[config.mk]
export PLATFORM = sky130hd
export DESIGN_NAME = invaders_controller
export DESIGN_NICKNAME = d
export VERILOG_FILES = /design/src/rtl/invaders_controller_pkg.sv /design/src/rtl/invaders_controller_step_timer.sv /design/src/rtl/invaders_controller.sv
export SDC_FILE = /design/constraint.sdc
export NUM_CORES = 1
export LEC_CHECK = 0
export BUFFER_PORTS_ARGS = -buffer_cell sky130_fd_sc_hd__buf_2
export CAP_MARGIN = 0
export CORE_ASPECT_RATIO = 0.8
export CORE_MARGIN = 3
export CORE_UTILIZATION = 50
export DETAILED_ROUTE_END_ITERATION = 10
export PLACE_DENSITY = 0.73
export SYNTH_ARGS = -nofsm -noshare
export SYNTH_HDL_FRONTEND = slang
export SYNTH_HIERARCHICAL = 1
export SYNTH_SLANG_ARGS = --single-unit
[constraint.sdc]
create_clock -name i_clk_25MHz -period 2.2 [get_ports i_clk_25MHz]
set_input_delay 0.44 -clock i_clk_25MHz [delete_from_list [all_inputs] [get_ports i_clk_25MHz]]
set_output_delay 0.44 -clock i_clk_25MHz [all_outputs]
set_load 0.01 [all_outputs]
[src/rtl/invaders_controller_pkg.sv]
// rtl/invaders_controller_pkg.sv - shared gameplay codes, formation sizes and controller states
// Used by the invaders controller and the gameplay status block so both agree
// on the gameplay encoding and the formation geometry.
package invaders_controller_pkg;

  localparam logic [1:0] PLAYING   = 2'b00;
  localparam logic [1:0] YOU_WIN   = 2'b01;
  localparam logic [1:0] GAME_OVER = 2'b10;

  localparam int N_INVADERS       = 20;
  localparam int INVADERS_PER_ROW = 10;
  localparam int LINE_LAST        = 14;

  typedef enum logic [1:0] {
    RUN_RIGHT = 2'd0,
    RUN_LEFT  = 2'd1,
    HALTED    = 2'd2
  } formation_state_e;

endpackage

[src/rtl/invaders_controller_step_timer.sv]
// rtl/invaders_controller_step_timer.sv - MOVE_DIV cycle divider with enable and synchronous clear
// Ports:
//   i_clk, i_reset_n : clock, asynchronous active-low reset
//   i_en             : count while high
//   i_clr            : synchronous clear to 0 (wins over i_en)
//   o_tick           : high in the wrap cycle (count == MOVE_DIV-1 while enabled)
module invaders_controller_step_timer #(
  parameter int MOVE_DIV = 12500000
) (
  input  logic i_clk,
  input  logic i_reset_n,
  input  logic i_en,
  input  logic i_clr,
  output logic o_tick
);

  localparam int CW = (MOVE_DIV > 2) ? $clog2(MOVE_DIV) : 1;

  logic [CW-1:0] cnt_q, cnt_d;

  assign o_tick = i_en && (cnt_q == CW'(MOVE_DIV - 1));

  always_comb begin
    cnt_d = cnt_q;
    if (i_clr) begin
      cnt_d = '0;
    end else if (i_en) begin
      cnt_d = o_tick ? '0 : cnt_q + CW'(1);
    end
  end

  always_ff @(posedge i_clk or negedge i_reset_n) begin
    if (!i_reset_n) begin
      cnt_q <= '0;
    end else begin
      cnt_q <= cnt_d;
    end
  end

endmodule

[src/rtl/invaders_controller.sv]
// rtl/invaders_controller.sv - invader formation state: alive mask, descent line, offset, direction
// Ports:
//   i_clk_25MHz, i_reset_n : clock, asynchronous active-low reset
//   i_gameplay             : 00 PLAYING, 01 YOU_WIN, 10 GAME_OVER; non-PLAYING freezes the formation
//   i_hit_valid/i_hit_index: one-cycle hit strobe and invader index (row*10 + column)
//   o_invaders_array       : alive mask, bit i = invader i alive
//   o_invaders_line        : descent line
//   o_invaders_x           : horizontal offset
//   o_direction            : 0 marching right, 1 marching left
//   o_step                 : one-cycle pulse when the position outputs change
//   o_hit_ack              : one-cycle pulse when a hit cleared a mask bit
module invaders_controller #(
  parameter int MOVE_DIV   = 12500000,
  parameter int X_MIN      = 0,
  parameter int X_MAX      = 15,
  parameter int LINE_START = 1,
  parameter int LINE_LAST  = invaders_controller_pkg::LINE_LAST
) (
  input  logic        i_clk_25MHz,
  input  logic        i_reset_n,
  input  logic [1:0]  i_gameplay,
  input  logic        i_hit_valid,
  input  logic [4:0]  i_hit_index,
  output logic [19:0] o_invaders_array,
  output logic [3:0]  o_invaders_line,
  output logic [4:0]  o_invaders_x,
  output logic        o_direction,
  output logic        o_step,
  output logic        o_hit_ack
);

  import invaders_controller_pkg::*;

  formation_state_e state_q, state_d;
  logic [19:0] mask_q, mask_d;
  logic [3:0]  line_q, line_d;
  logic [4:0]  x_q, x_d;
  logic        dir_q, dir_d;
  logic        step_q, step_d;
  logic        ack_q, ack_d;
  logic        running;
  logic        tick;

  assign running = (state_q != HALTED);

  invaders_controller_step_timer #(
    .MOVE_DIV (MOVE_DIV)
  ) u_step_timer (
    .i_clk     (i_clk_25MHz),
    .i_reset_n (i_reset_n),
    .i_en      (running),
    .i_clr     (!running),
    .o_tick    (tick)
  );

  always_comb begin
    state_d = state_q;
    mask_d  = mask_q;
    line_d  = line_q;
    x_d     = x_q;
    dir_d   = dir_q;
    step_d  = 1'b0;
    ack_d   = 1'b0;

    if (running && tick) begin
      step_d = 1'b1;
      // At an edge the formation descends one line (saturating) and turns around.
      if (state_q == RUN_RIGHT) begin
        if (x_q == 5'(X_MAX)) begin
          line_d  = (line_q >= 4'(LINE_LAST)) ? 4'(LINE_LAST) : line_q + 4'd1;
          dir_d   = 1'b1;
          state_d = RUN_LEFT;
        end else begin
          x_d = x_q + 5'd1;
        end
      end else begin
        if (x_q == 5'(X_MIN)) begin
          line_d  = (line_q >= 4'(LINE_LAST)) ? 4'(LINE_LAST) : line_q + 4'd1;
          dir_d   = 1'b0;
          state_d = RUN_RIGHT;
        end else begin
          x_d = x_q - 5'd1;
        end
      end
    end

    if (running && i_hit_valid && (i_hit_index < 5'(N_INVADERS))) begin
      if (mask_q[i_hit_index]) begin
        mask_d[i_hit_index] = 1'b0;
        ack_d               = 1'b1;
      end
    end

    // The current step/hit still lands; freezing starts next cycle.
    if (i_gameplay != PLAYING) begin
      state_d = HALTED;
    end
  end

  always_ff @(posedge i_clk_25MHz or negedge i_reset_n) begin
    if (!i_reset_n) begin
      state_q <= RUN_RIGHT;
      mask_q  <= 20'hFFFFF;
      line_q  <= 4'(LINE_START);
      x_q     <= 5'(X_MIN);
      dir_q   <= 1'b0;
      step_q  <= 1'b0;
      ack_q   <= 1'b0;
    end else begin
      state_q <= state_d;
      mask_q  <= mask_d;
      line_q  <= line_d;
      x_q     <= x_d;
      dir_q   <= dir_d;
      step_q  <= step_d;
      ack_q   <= ack_d;
    end
  end

  assign o_invaders_array = mask_q;
  assign o_invaders_line  = line_q;
  assign o_invaders_x     = x_q;
  assign o_direction      = dir_q;
  assign o_step           = step_q;
  assign o_hit_ack        = ack_q;

endmodule

==> results of run 1 <==
layout make-up:
cell class                      count  area (um2)  share of cell area [%]
Inverter                           13       48.80                   1.258
Clock inverter                      4       97.59                   2.515
Timing Repair Buffer               67       401.6                   10.35
Tap cell                           81       101.3                   2.612
Sequential cell                    58        1479                   38.12
Clock buffer                       12       155.1                   3.999
Multi-Input combinational cell    215        1597                   41.15
cell usage after synthesis, types with 3 or more instances:
cell type | n | area, um2
a21boi_0 | 3 | 22.52
dfstp_2 | 21 | 551.8
dfrtp_1 | 37 | 925.9
and4_1 | 6 | 52.55
nand2b_1 | 7 | 43.79
o21ai_0 | 11 | 55.05
xor2_1 | 10 | 87.58
a21oi_1 | 9 | 45.04
o21a_1 | 7 | 52.55
mux2i_1 | 9 | 90.09
nand4_1 | 9 | 56.30
nand4b_1 | 3 | 26.28
nand3_1 | 9 | 45.04
nand3b_1 | 3 | 22.52
nor2b_1 | 4 | 25.02
nand2_1 | 19 | 71.32
nor3_1 | 3 | 15.01
o31a_1 | 8 | 70.07
ha_1 | 7 | 87.58
nor2_1 | 27 | 101.4
clkbuf_1 | 3 | 11.26
xnor2_1 | 11 | 96.34
and3_1 | 7 | 43.79
inv_1 | 13 | 48.80
cell usage in the layout (no fill, tap or decap), types with 4 or more instances in the layout:
cell	netlist	final
o21ai_0	11	11
nor2_1	27	27
nand3_1	9	9
clkbuf_8	0	11
inv_1	13	13
nor2b_1	4	4
and4_1	6	6
o31a_1	8	8
buf_4	2	24
xor2_1	10	10
and3_1	7	6
nand2b_1	7	6
nand4_1	9	9
ha_1	7	6
o21a_1	7	7
buf_2	2	42
nand2_1	19	19
dfrtp_1	37	36
xnor2_1	11	11
a21oi_1	9	9
dfstp_2	21	21
mux2i_1	9	9
how the worst min path moves through the flow:
stage	startpoint	endpoint
final	i_reset_n	u_step_timer/cnt_q[19]
after detailed placement	i_reset_n	u_step_timer/cnt_q[13]
after CTS	i_reset_n	u_step_timer/cnt_q[19]
after global placement	i_reset_n	u_step_timer/cnt_q[13]
after global routing	i_reset_n	u_step_timer/cnt_q[19]
after floorplan	i_reset_n	o_direction
layer usage:
| metal | global-route usage, % | part of all wire [%] | wire, um | vias to the layer above |
|---|---|---|---|---|
| met5 | 0 | 0 | 0 | - |
| met4 | 6.772 | 0.40 | 28 | 0 |
| met3 | 5.882 | 5.3 | 368 | 6 |
| met2 | 29.53 | 45 | 3168 | 63 |
| met1 | 30.78 | 49 | 3439 | 1224 |
| li1 | - | - | - | 1216 |
through the flow:
step / setup TNS (ns) / util, % / power, mW / cells / hold slack [ns]
CTS: 0 / 63.65 / 2.402 / 446 / 0.06850
floorplan: 0 / - / 1.117 / 295 / 0.1444
detailed placement: -0.01275 / 59.33 / 1.160 / 430 / 0.4345
global route: 0 / 64.60 / 2.472 / 450 / 0.08362
global placement: 0 / 59.33 / 1.159 / 430 / 0.4286
finish: 0 / 64.60 / 2.371 / 450 / 0.06549
state kept, by name (all words and copies together) (netlist names):
| name | cells |
|---|---|
| o_hit_ack | 1 |
| o_direction | 1 |
| u_step_timer/cnt_q | 24 |
| o_invaders_x | 5 |
| o_step | 1 |
| o_invaders_array | 20 |
| o_invaders_line | 4 |
| state_q | 2 |
power by group:
group	leakage, nW	internal, mW	switching (mW)	total (mW)
clock	0.123	0.815	0.416	1.23
sequential	0.727	1.07	0.0000418	1.07
combinational	0.881	0.0214	0.0507	0.0721
total	1.73	1.90	0.466	2.37
kinds of logic after synthesis:
kind of cell | Yosys count
muxes | 13
buffers and inverters | 22
and+or+nand+nor | 119
adders and majority gates | 8
xor gates and xnor gates | 21
DFF | 58
AOI/OAI and AO/OA | 54
what timing repair did:
item,in CTS,in global routing
endpoints found under the setup margin,1,4
pin swaps,0,1
gates resized for setup,1,7
endpoints found under the hold margin,0,0
buffers inserted,0,3
cloned,0,1
==> metrics.cfg, run 1 <==
[logic_synthesis]
synth_xor_area_share_pct = 5.864
synth-compound-area-share_pct = 12.76
synth_edf_count = 0
synth_cell_type_count = 59
synth_nets = 313
syn_inst = 295
yosys.area_share.adder_pct = 3.430
ys_seq_area_share_pct = 47.11
yosys.area_share.simple_pct = 22.74
avgSynthCellArea_um2 = 10.63
netlist_area_um2 = 3137
synth_flop_cell = dfrtp_1
synth_top_family_by_area = simple AND/OR/NAND/NOR gates
synthArstFlopShare_pct = 100.0
ys_seq_elements = 58
synthMuxAreaShare_pct = 4.667
synth_warnings = 6

[sta]
max_slew_margin_pct = 61.87
fin_crit_sh_pct = 94.14
fin_ws_ns = 0.1289
rsz0062_at_grt = false
hold_viol = 0
worst_pin_slew_ns = 0.5575
finalSetupViolCount = 0
fmax_mhz = 482.8
fin_crit_ns = 2.071
clock-skew-final_ns = 0.007889
drv_slew = 0

[layout]
syn_to_final_growth_pct = 23.69
n_fill_cell = 494
final_nets = 382
design_area_um2 = 3880
drive_gt1_share_pct = 33.33
diodes = 0

[clock_network]
ctsLongestPathBuffers = 2
cts_hold_buf = 0
cts_tree = yes
cts.sinks = 58
htreeDepth = 3
clockRootBuffer = clkbuf_8
clk_pin_slew_ns = 0.07
numCtsBuffers = 9
worstSkewPairLatency_ns = 0.33

[critical_path]
rr_endpoint = state_q[0]
endpoint = state_q[0]
cpMaxStageDelayCell = dfrtp_1
start_kind = flop
reg2reg_depth = 10
critPathArrivalTime_ns = 2.30
rrSetupSlack_ns = 0.13
r2r_start = u_step_timer/cnt_q[0]
critPathTopFamily = simple AND/OR/NAND/NOR gates
cp_num_cells = 10
crit_fanout = 5
crit_buf_inv = 2
worst_setup_path_end_kind = flop
required_ns = 2.42
path_cells = ha_2 > and3_4 > and4_4 > nand2_1 > inv_1 > and2_4 > nor3b_4 > buf_6 > mux2i_1 > nor3_1
crit_start = u_step_timer/cnt_q[0]
path_class = flop to flop
slowest_delay_ns = 0.42

[routing]
drt-total-wl_um = 7004
first_iter_violations = 120
vias_per_cell = 5.576
antenna_left = 0
post_drt_wl_per_cell_um = 15.56
firstDrtPassIters = 4
drt_drc_violations_left = 0
vias = 2509

[place]
gp_congestion = 0.8675
hpwl_um = 5031
dp_slack_ns = -0.01275
portBuffers = 41
postPlaceCellArea_um2 = 3563

[floorplan]
core-area_um2 = 6006
die_w_um = 94.56
die_height_um = 76.85
num_rows = 25
die-area_um2 = 7266
initial_core_util_pct = 52.23
pin_count = 42

[global_routing]
grt_max_degree = 23
grt_use_total_pct = 20.86
antenna_found_initial = 0
grt_overflow = 0
grt_pass1_wl_um = 11790
grt_pass1_vias = 2377

[power_and_ir_drop]
powerDensity_nw_per_um2 = 611.1
ir_drop_mv = 0.4022
power.leakage_nw = 1.731

[flow_run]
drv_cap = 0

[hold_path]
hp-class = primary input to asynchronous set/reset pin

[run_status]
status = completed

Power figures use the tool's default switching activity.
==> run 2: changes to the inputs <==
--- a/config.mk
+++ b/config.mk
@@ -11,7 +11,8 @@
 export CORE_MARGIN = 3
 export CORE_UTILIZATION = 50
 export DETAILED_ROUTE_END_ITERATION = 10
-export PLACE_DENSITY = 0.73
+export PLACE_DENSITY = 0.72
+export REMOVE_ABC_BUFFERS = 1
 export SYNTH_ARGS = -nofsm -noshare
 export SYNTH_HDL_FRONTEND = slang
 export SYNTH_HIERARCHICAL = 1
==> metrics.cfg, run 2 (same netlist as run 1, synthesis figures left out) <==
[place]
hpwl_um = 4825  ; -4.1%
portBuffers = 41  ; unchanged
postPlaceCellArea_um2 = 3585  ; +0.60%
gp_congestion = 0.8297  ; -4.4%

[sta]
clock-skew-final_ns = 0.008151  ; +0.0002615 ns
hold_viol = 0  ; unchanged
fin_crit_sh_pct = 93.40  ; -0.74 points
fmax_mhz = 486.7  ; +0.79%
fin_crit_ns = 2.055  ; -0.01627 ns
drv_slew = 0  ; unchanged
finalSetupTns_ns = 0  ; unchanged
finalSetupViolCount = 0  ; unchanged
max_slew_margin_pct = 64.55  ; +2.7 points
worst_pin_slew_ns = 0.5318  ; -0.02570 ns
holdWs_ns = 0.08620  ; +0.02071 ns

[clock_network]
htreeDepth = 3  ; unchanged
clk_pin_slew_ns = 0.07  ; about the same
numCtsBuffers = 9  ; unchanged
cts_tree = yes
cts_hold_buf = 0  ; unchanged
worstSkewPairLatency_ns = 0.33  ; about the same
cts.sinks = 58  ; unchanged
clockRootBuffer = clkbuf_8
ctsLongestPathBuffers = 2  ; unchanged

[global_routing]
grt_use_total_pct = 20.26  ; -0.61 points
antenna_found_initial = 0  ; unchanged
grt_pass1_wl_um = 11700  ; -0.76%
grt_max_degree = 37  ; +61%
grt_pass1_vias = 2399  ; +0.93%
grt_overflow = 0  ; unchanged

[routing]
drt-total-wl_um = 6916  ; -1.3%
vias = 2536  ; +1.1%
first_iter_violations = 124  ; +3.3%
firstDrtPassIters = 4  ; unchanged
post_drt_wl_per_cell_um = 15.20  ; -2.3%
drt_drc_violations_left = 0  ; unchanged
antenna_left = 0  ; unchanged
vias_per_cell = 5.574  ; about the same

[critical_path]
required_ns = 2.46  ; +0.04 ns
start_kind = flop
critPathArrivalTime_ns = 2.31  ; about the same
path_cells = ha_2 > and3_1 > and4_4 > nand2_1 > inv_1 > and2_1 > nor3b_4 > buf_6 > o21ai_0 > mux2i_1
crit_fanout = 9  ; +4
worst_setup_path_end_kind = flop
cpMaxStageDelayCell = dfrtp_1
slowest_delay_ns = 0.38  ; -0.04 ns
path_class = flop to flop

[layout]
layout_commonest_cell = buf_2
syn_to_final_growth_pct = 23.85
final_nets = 387  ; +1.3%
utilization_pct = 64.69  ; +0.083 points
drive_gt1_share_pct = 33.96  ; +0.62 points
top_register = u_step_timer/cnt_q
layout_common_cells = buf_2 (41), dfrtp_1 (37), buf_4 (29)
design_area_um2 = 3885  ; +0.13%
largest_reg_flops = 24  ; unchanged
diodes = 0  ; unchanged
n_fill_cell = 492  ; -0.40%

[flow_run]
drv_cap = 0  ; unchanged

[floorplan]
die_height_um = 76.85  ; unchanged
initial_core_util_pct = 52.23  ; unchanged
die-area_um2 = 7266  ; unchanged
pin_count = 42  ; unchanged
core-area_um2 = 6006  ; unchanged
die_w_um = 94.56  ; unchanged
num_rows = 25  ; unchanged

[power_and_ir_drop]
power_mw = 2.228  ; -6.0%
powerDensity_nw_per_um2 = 573.5  ; -6.2%
power.leakage_nw = 1.749  ; +1.1%
ir_drop_mv = 0.3346  ; -17%

[hold_path]
hp-class = primary input to asynchronous set/reset pin

[run_status]
status = completed

run 2: cell count changes in the layout (fill, tap and decap cells not counted), sizes merged:
cell and change:
buf +5, bufinv -1, clkbuf -1, clkinv +2
run 2: timing repair:
item,4_1_cts,5_1_grt
setup buffers,0,6
resized for setup,0,9
endpoints found under the setup margin,0,7
run 2: worst paths after layout:
check | startpoint | endpoint | slack [ns] | cells after the start
max | u_step_timer/cnt_q[1] | o_invaders_line[0] | 0.15 | 10
max in group asynchronous | i_reset_n | o_invaders_array[9] | 1.48 | 2
min in group i_clk_25MHz | i_gameplay[1] | state_q[0] | 0.29 | 2
max reg2reg | u_step_timer/cnt_q[1] | o_invaders_line[0] | 0.15 | 10
min reg2reg | o_invaders_array[7] | o_invaders_array[7] | 0.45 | 2
min | i_reset_n | u_step_timer/cnt_q[21] | 0.09 | 1
run 2: per-layer routing:
layer | global-route usage, % | part of all wire, % | up-vias
met5 | 0 | 0 | -
met4 | 4.755 | 1.5 | 0
met2 | 29.96 | 45 | 48
li1 | - | - | 1220
met1 | 29.59 | 50 | 1259
met3 | 5.588 | 3.4 | 9
run 2: per-stage QoR:
step	setup slack [ns]	instances
4_1_cts	0.01464	449
2_1_floorplan	-0.1263	286
3_3_place_gp	0.08609	433
6_report	0.1452	455
3_5_place_dp	0.03973	433
5_1_grt	-0.01895	455
run 2: layout make-up:
class | instances | area (um2) | area share (%)
Clock buffer | 11 | 141.4 | 3.639
Multi-Input combinational cell | 215 | 1584 | 40.77
Sequential cell | 58 | 1478 | 38.04
Tap cell | 81 | 101.3 | 2.609
Clock inverter | 5 | 77.57 | 1.997
Inverter | 13 | 48.80 | 1.256
Timing Repair Buffer | 72 | 454.2 | 11.69
run 2: worst max-delay path, delay by kind of cell, from the launching register on:
family | cells | cell delay, ns
flops | 1 | 0.38
buf+inv | 2 | 0.22
simple gates | 5 | 0.90
compound gates | 1 | 0.10
mux | 1 | 0.17
fa+ha+maj | 1 | 0.21
run 2: where the power goes:
part	internal, mW	total, mW	switching, mW
registers	1.07	1.07	0.0000264
clock network	0.665	1.08	0.420
logic	0.0238	0.0750	0.0512
total	1.76	2.23	0.471
